File: src/rtl/inst_dispatch_ctrl_pkg.sv
// Shared decode definitions for the instruction dispatch controller.
package inst_dispatch_ctrl_pkg;

  // Default geometry; the top-level parameters default to these.
  localparam int unsigned FuncUnitCodeSizeDef = 3;
  localparam int unsigned NumFuncUnitsDef     = 8;
  localparam int unsigned RsDepthDef          = 8;
  localparam int unsigned CreditWidthDef      = 4;

  // Hold stage holds one queue group of up to four instructions.
  localparam int unsigned NumSlots = 4;
  // Per-unit consume count per cycle: 0..NumSlots.
  localparam int unsigned ConsumeW = 3;

  // Functional-unit codes.
  localparam logic [FuncUnitCodeSizeDef-1:0] FuUnit0 = 3'd0;
  localparam logic [FuncUnitCodeSizeDef-1:0] FuUnit1 = 3'd1;
  localparam logic [FuncUnitCodeSizeDef-1:0] FuUnit2 = 3'd2;
  localparam logic [FuncUnitCodeSizeDef-1:0] FuUnit3 = 3'd3;
  localparam logic [FuncUnitCodeSizeDef-1:0] FuUnit4 = 3'd4;
  localparam logic [FuncUnitCodeSizeDef-1:0] FuUnit5 = 3'd5;
  localparam logic [FuncUnitCodeSizeDef-1:0] FuUnit6 = 3'd6;
  localparam logic [FuncUnitCodeSizeDef-1:0] FuUnit7 = 3'd7;

  typedef enum logic [1:0] {
    StIdle = 2'd0,
    StWait = 2'd1,
    StHold = 2'd2,
    StDrop = 2'd3
  } disp_state_e;

  // queueNum value n means n+1 instructions, packed into slots 1..n+1
  // (mask bit 0 is slot 1).
  function automatic logic [NumSlots-1:0] num_to_mask(input logic [1:0] num);
    logic [NumSlots-1:0] m;
    unique case (num)
      2'd0:    m = 4'b0001;
      2'd1:    m = 4'b0011;
      2'd2:    m = 4'b0111;
      default: m = 4'b1111;
    endcase
    return m;
  endfunction

endpackage

File: src/rtl/inst_dispatch_ctrl_fu_credit_bank.sv
// Per-functional-unit reservation-station credit counters with
// saturating return and a sticky overflow flag.
module inst_dispatch_ctrl_fu_credit_bank
  import inst_dispatch_ctrl_pkg::*;
#(
  parameter int unsigned numFuncUnits = NumFuncUnitsDef,
  parameter int unsigned rsDepth      = RsDepthDef,
  parameter int unsigned creditWidth  = CreditWidthDef
) (
  input  logic                                    clock_i,
  input  logic                                    reset_i,
  input  logic [numFuncUnits-1:0][ConsumeW-1:0]   consume_i,
  input  logic [numFuncUnits-1:0]                 return_i,
  output logic [numFuncUnits-1:0][creditWidth-1:0] credits_o,
  output logic                                    err_o
);

  localparam int unsigned SumW = creditWidth + 1;

  logic [numFuncUnits-1:0][creditWidth-1:0] credits_q;
  logic [numFuncUnits-1:0][SumW-1:0]        sum;
  logic [numFuncUnits-1:0]                  ovf;
  logic                                     err_q;

  // Next credit per unit; consume never exceeds the current credit, so only
  // the upper bound needs clamping.
  always_comb begin
    sum = '0;
    ovf = '0;
    for (int u = 0; u < numFuncUnits; u++) begin
      sum[u] = {1'b0, credits_q[u]} - SumW'(consume_i[u]) + SumW'(return_i[u]);
      ovf[u] = sum[u] > SumW'(rsDepth);
    end
  end

  // Credit counters and sticky error flag.
  always_ff @(posedge clock_i) begin
    if (reset_i) begin
      for (int u = 0; u < numFuncUnits; u++) begin
        credits_q[u] <= creditWidth'(rsDepth);
      end
      err_q <= 1'b0;
    end else begin
      for (int u = 0; u < numFuncUnits; u++) begin
        credits_q[u] <= ovf[u] ? creditWidth'(rsDepth) : sum[u][creditWidth-1:0];
      end
      if (|ovf) begin
        err_q <= 1'b1;
      end
    end
  end

  assign credits_o = credits_q;
  assign err_o     = err_q;

endmodule

File: src/rtl/inst_dispatch_ctrl.sv
// Dispatch controller: reads groups from the in-order instruction queue into
// a hold stage and releases them in program order as reservation-station
// credits allow. dispatchMask_o bit k-1 corresponds to slot k.
module inst_dispatch_ctrl
  import inst_dispatch_ctrl_pkg::*;
#(
  parameter int unsigned funcUnitCodeSize = FuncUnitCodeSizeDef,
  parameter int unsigned numFuncUnits     = NumFuncUnitsDef,
  parameter int unsigned rsDepth          = RsDepthDef,
  parameter int unsigned creditWidth      = CreditWidthDef
) (
  input  logic                        clock_i,
  input  logic                        reset_i,
  input  logic                        queueEmpty_i,
  output logic                        readEnable_o,
  input  logic                        queueValid_i,
  input  logic [1:0]                  queueNum_i,
  input  logic [funcUnitCodeSize-1:0] inst1FuncUnit_i,
  input  logic [funcUnitCodeSize-1:0] inst2FuncUnit_i,
  input  logic [funcUnitCodeSize-1:0] inst3FuncUnit_i,
  input  logic [funcUnitCodeSize-1:0] inst4FuncUnit_i,
  output logic                        holdLoad_o,
  output logic [NumSlots-1:0]         dispatchMask_o,
  output logic [funcUnitCodeSize-1:0] dispatchFU1_o,
  output logic [funcUnitCodeSize-1:0] dispatchFU2_o,
  output logic [funcUnitCodeSize-1:0] dispatchFU3_o,
  output logic [funcUnitCodeSize-1:0] dispatchFU4_o,
  input  logic [numFuncUnits-1:0]     creditReturn_i,
  input  logic                        flush_i,
  output logic                        busy_o,
  output logic                        creditErr_o
);

  disp_state_e                                  state_q;
  logic [NumSlots-1:0]                          hold_mask_q;
  logic [NumSlots-1:0][funcUnitCodeSize-1:0]    codes_q;

  logic [numFuncUnits-1:0][creditWidth-1:0]     credits;
  logic [numFuncUnits-1:0][ConsumeW-1:0]        consume;
  logic [NumSlots-1:0]                          disp_mask;
  logic [ConsumeW-1:0]                          same_cnt;
  logic                                         blocked;
  logic                                         group_done;

  // In-order prefix dispatch: a slot goes only if all earlier held slots go
  // and its unit has credit for every same-unit slot up to and including it.
  always_comb begin
    disp_mask = '0;
    blocked   = 1'b0;
    same_cnt  = '0;
    for (int k = 0; k < NumSlots; k++) begin
      same_cnt = '0;
      for (int j = 0; j <= k; j++) begin
        if (hold_mask_q[j] && (codes_q[j] == codes_q[k])) begin
          same_cnt = same_cnt + ConsumeW'(1);
        end
      end
      if (hold_mask_q[k]) begin
        if (!blocked && (creditWidth'(same_cnt) <= credits[codes_q[k]])) begin
          disp_mask[k] = 1'b1;
        end else begin
          blocked = 1'b1;
        end
      end
    end
    if ((state_q != StHold) || flush_i || reset_i) begin
      disp_mask = '0;
    end
  end

  // Per-unit count of slots dispatched this cycle.
  always_comb begin
    consume = '0;
    for (int u = 0; u < numFuncUnits; u++) begin
      for (int k = 0; k < NumSlots; k++) begin
        if (disp_mask[k] && (codes_q[k] == funcUnitCodeSize'(u))) begin
          consume[u] = consume[u] + ConsumeW'(1);
        end
      end
    end
  end

  // The whole remaining group leaves this cycle (hold mask is never empty in HOLD).
  assign group_done = (state_q == StHold) && (disp_mask == hold_mask_q) && !flush_i && !reset_i;

  assign readEnable_o = !reset_i && !flush_i && !queueEmpty_i &&
                        ((state_q == StIdle) || group_done);
  assign holdLoad_o   = !reset_i && !flush_i && (state_q == StWait) && queueValid_i;
  assign busy_o       = (state_q != StIdle);

  assign dispatchMask_o = disp_mask;
  assign dispatchFU1_o  = codes_q[0];
  assign dispatchFU2_o  = codes_q[1];
  assign dispatchFU3_o  = codes_q[2];
  assign dispatchFU4_o  = codes_q[3];

  // Sequencing FSM and hold-stage registers; flush overrides normal progress.
  always_ff @(posedge clock_i) begin
    if (reset_i) begin
      state_q     <= StIdle;
      hold_mask_q <= '0;
      codes_q     <= '0;
    end else if (flush_i) begin
      // A response to an already-issued read may still arrive; swallow it.
      state_q     <= (state_q == StWait) ? StDrop : StIdle;
      hold_mask_q <= '0;
    end else begin
      unique case (state_q)
        StIdle: begin
          if (!queueEmpty_i) begin
            state_q <= StWait;
          end
        end
        StWait: begin
          if (queueValid_i) begin
            state_q     <= StHold;
            hold_mask_q <= num_to_mask(queueNum_i);
            codes_q[0]  <= inst1FuncUnit_i;
            codes_q[1]  <= inst2FuncUnit_i;
            codes_q[2]  <= inst3FuncUnit_i;
            codes_q[3]  <= inst4FuncUnit_i;
          end else begin
            state_q <= StIdle;
          end
        end
        StHold: begin
          hold_mask_q <= hold_mask_q & ~disp_mask;
          if (group_done) begin
            state_q <= queueEmpty_i ? StIdle : StWait;
          end
        end
        StDrop: begin
          state_q <= StIdle;
        end
        default: begin
          state_q <= StIdle;
        end
      endcase
    end
  end

  inst_dispatch_ctrl_fu_credit_bank #(
    .numFuncUnits (numFuncUnits),
    .rsDepth      (rsDepth),
    .creditWidth  (creditWidth)
  ) u_credit_bank (
    .clock_i   (clock_i),
    .reset_i   (reset_i),
    .consume_i (consume),
    .return_i  (creditReturn_i),
    .credits_o (credits),
    .err_o     (creditErr_o)
  );

endmodule

File: config.mk
export PLATFORM = sky130hd
export DESIGN_NAME = inst_dispatch_ctrl
export DESIGN_NICKNAME = d
export VERILOG_FILES = /design/src/rtl/inst_dispatch_ctrl_pkg.sv /design/src/rtl/inst_dispatch_ctrl_fu_credit_bank.sv /design/src/rtl/inst_dispatch_ctrl.sv
export SDC_FILE = /design/constraint.sdc
export NUM_CORES = 1
export LEC_CHECK = 0
export CAP_MARGIN = 20
export CELL_PAD_IN_SITES_DETAIL_PLACEMENT = 0
export CELL_PAD_IN_SITES_GLOBAL_PLACEMENT = 1
export CORE_ASPECT_RATIO = 0.8
export CORE_MARGIN = 5
export CORE_UTILIZATION = 35
export CTS_CLUSTER_SIZE = 24
export DETAILED_ROUTE_END_ITERATION = 10
export GPL_TIMING_DRIVEN = 0
export PLACE_DENSITY_LB_ADDON = 0.1
export SLEW_MARGIN = 20
export SYNTH_ARGS = -nofsm -noshare
export SYNTH_HDL_FRONTEND = slang
export SYNTH_HIERARCHICAL = 1
export SYNTH_SLANG_ARGS = --single-unit
File: constraint.sdc
create_clock -name clock_i -period 8.35 [get_ports clock_i]
set_input_delay 1.67 -clock clock_i [delete_from_list [all_inputs] [get_ports clock_i]]
set_output_delay 1.67 -clock clock_i [all_outputs]
set_load 0.005 [all_outputs]
==> impl_metrics.tcl <==
set metrics [dict create \
    post-synth-top-area-fraction 0.1955 \
    worst_path_max_delay_cell "clkbuf_1" \
    die-width_um 160.4 \
    worstSetupPathType "register to output pin" \
    cp_cell_sequence "clkbuf_1 -> xnor2_1 -> and4_1 -> ha_1 -> xnor2_1 -> ha_1 -> mux2_2 -> ha_1 -> nor2b_1 -> o21a_1 -> o211ai_1 -> and4_1 -> buf_4 -> buf_6 -> inv_1 -> ha_1 -> nand4_1 -> a2111oi_0 -> clkdlybuf4s50_1" \
    synth.cell_area_um2 6337 \
    path_clk_slew_ns 0.07 \
    cts_made_buffers 5 \
    htreeDepth 2 \
    crit_path_end_kind "output pin" \
    first_iter_violations 324 \
    worst_pin_slew_ns 0.8401 \
    critPathTopFamily "buffers and inverters" \
    post_drt_via_cell_ratio 5.430 \
    port-buffer-count 46 \
    antenna_cells 0 \
    grt_pass1_wl_um 30370 \
    peakVddDrop_mv 0.1027 \
    synth_top_area_cell "ha_1" \
    synth_nets 873 \
    rsz0062_at_grt "no" \
    drt-wirelength-per-cell_um 18.80 \
    ys_seq_elements 51 \
    rows 44 \
    seq_area_frac_synth 0.1611 \
    clock_latency_ns 0.31 \
    die_h_um 130.4 \
    p_per_area_nw_per_um2 161.4 \
    path_max_fanout 10 \
    fillers 1804 \
    grt.total_usage 0.1857 \
    syn_inst 739 \
    clock_sinks 51 \
    required_ns 6.68 \
    cts-root-buf "clkbuf_16" \
    dieArea_um2 20910 \
    async_reset_ff_frac 0 \
    cpMostUsedCell "ha_1" \
    min_period_ns 7.752 \
    antenna_found_initial 0 \
    grt.overflow.total 0 \
    final_net_count 926 \
    arrival_ns 6.08 \
    syn2layout_area_growth_pct 14.27 \
    synth_edf_count 0 \
    fin_worst_skew_ns 0.008327 \
    cts_hold_buffers 0 \
    finalCritPeriodShare 0.9284 \
    place_hpwl_um 15570 \
    synth_ff_type "dfxtp_1" \
    num_vias 5555 \
    dp.cells 1015 \
    hold_viol_final 0 \
    first_pass_iters 5 \
    synth.avg_cell_area_um2 8.576 \
    ys_warn_count 6 \
    cp_num_buf_inv 5 \
    status "finished, final reports clean" \
    max_cap_violations 0 \
    synth_area_leaders "ha_1 20%, dfxtp_1 16%, mux4_2 7.5%, xnor2_1 5.8%, inv_1 5.4%" \
    setup_violations 0 \
    cts_setup_buffers 0 \
    power_w 0.001169 \
    core_um2 17950 \
    max_freq_mhz 129.0 \
    cts_resized 0 \
    cp-start-kind "register" \
    routed_wirelength_um 19230 \
    max_slew_margin 0.4382 \
    fin_cells 1023 \
    ctsLongestPathBuffers 2 \
    grt_max_degree 17 \
    grt_pass1_vias 5551 \
    fin_setup_tns_ns 0 \
    synth_cell_type_count 70 \
    slew_viol_final 0 \
    hold_path.class "register to register" \
    ant_nets 0 \
    io_pins 47 \
    crit_path_max_incr_delay_ns 0.69 \
    initial_core_util 0.3531 \
    layout-drive-gt1-share 0.09710 \
    cts_tree "yes" \
    gp_congestion 0.9046 \
    drc 0 \
    p_leak_nw 3.088 \
]
==> kinds of logic after synthesis <==
group	synth area share
adders and majority gates	0.2207
muxes	0.1283
AOI/OAI and AO/OA	0.1017
and+or+nand+nor	0.2219
DFF	0.1611
xor gates and xnor gates	0.08746
buffers and inverters	0.07877
==> cell usage after synthesis, types with 3 or more instances <==
| library cell | number |
|---|---|
| ha_1 | 99 |
| inv_1 | 92 |
| dfxtp_1 | 51 |
| nor2_1 | 50 |
| nand2_1 | 48 |
| xnor2_1 | 42 |
| a21oi_1 | 32 |
| nor3_1 | 23 |
| mux4_2 | 21 |
| mux2i_1 | 19 |
| nand4_1 | 16 |
| nor2b_1 | 16 |
| clkbuf_1 | 14 |
| nand3_1 | 13 |
| and2_1 | 12 |
| and3_1 | 12 |
| o21ai_0 | 12 |
| xor2_1 | 12 |
| nand2b_1 | 9 |
| nor4_1 | 9 |
| or3_1 | 9 |
| buf_1 | 8 |
| fa_1 | 8 |
| nor3b_1 | 8 |
| a211oi_1 | 7 |
| mux2_2 | 7 |
| a21o_1 | 5 |
| mux2_1 | 5 |
| a211o_1 | 4 |
| buf_2 | 4 |
| o32ai_1 | 4 |
| or2_1 | 4 |
| or2_2 | 4 |
| and3b_1 | 3 |
| and4_1 | 3 |
| nand4b_1 | 3 |
| o21bai_1 | 3 |
| o221ai_1 | 3 |
| xnor2_2 | 3 |
==> placed cells by master, fill, tap and decap left out, types with 19 or more instances in the layout <==
| cell type | synthesis | final |
|---|---|---|
| a21oi_1 | 32 | 32 |
| nand2_1 | 48 | 48 |
| nor3_1 | 23 | 23 |
| clkdlybuf4s50_1 | 0 | 46 |
| ha_1 | 99 | 99 |
| inv_1 | 92 | 92 |
| nor2_1 | 50 | 50 |
| xnor2_1 | 42 | 42 |
| mux4_2 | 21 | 21 |
| dfxtp_1 | 51 | 51 |
| mux2i_1 | 19 | 19 |
==> worst min-delay path, cell delays in order (launching register included) <==
cell	delay [ns]
dfxtp_1	0.39
nand2_1	0.09
a311oi_1	0.08
==> per-stage QoR <==
step | hold slack [ns] | util | area, um^2 | setup slack, ns
after floorplan | 0.5250 | - | 6337 | 2.213
after global placement | 0.5691 | 0.3948 | 7086 | 0.4120
after detailed placement | 0.5902 | 0.3948 | 7086 | 0.3852
after CTS | 0.6017 | 0.4034 | 7241 | 0.2993
after global routing | 0.6157 | 0.4035 | 7242 | 0.1673
final | 0.5986 | 0.4035 | 7242 | 0.5976
==> power by group <==
| group | internal (W) | switching (W) |
|---|---|---|
| Combinational | 0.000287 | 0.000309 |
| Clock | 0.000120 | 0.000107 |
| Sequential | 0.000281 | 0.0000652 |
| Total | 0.000688 | 0.000481 |
==> flip-flops by register name, indices dropped and copies added, names as in the netlist <==
| signal | flops |
|---|---|
| u_credit_bank/err_o | 1 |
| hold_mask_q | 4 |
| dispatchFU3_o | 3 |
| dispatchFU4_o | 3 |
| state_q | 2 |
| u_credit_bank/credits_o | 32 |
| dispatchFU2_o | 3 |
| dispatchFU1_o | 3 |
==> worst paths after layout <==
check	startpoint	to	slack, ns	cells past startpoint
max	dispatchFU4_o[2]	readEnable_o	0.60	19
min	hold_mask_q[3]	hold_mask_q[3]	0.60	2
max reg2reg	dispatchFU1_o[0]	u_credit_bank/err_o	1.27	23
min reg2reg	hold_mask_q[3]	hold_mask_q[3]	0.60	2
==> layout make-up <==
class                   count  area [um^2]  area share
plain buffers              31        155.1     0.02142
clock buffers               6        138.9     0.01918
clock inverters             2        16.27    0.002246
inverters                  92        345.3     0.04768
multi-input cells         565         4817      0.6652
flip-flops and latches     51         1021      0.1410
well taps                 230        287.8     0.03974
repair buffers             46        460.4     0.06358
==> metal layers <==
layer	wire, um	track usage	vias up
li1	-	-	2696
met1	9398	0.2635	2705
met2	8594	0.2934	125
met3	909	0.03189	29
met4	330	0.05008	0
met5	0	0	-
No activity file was read; power rests on OpenSTA's default activity.
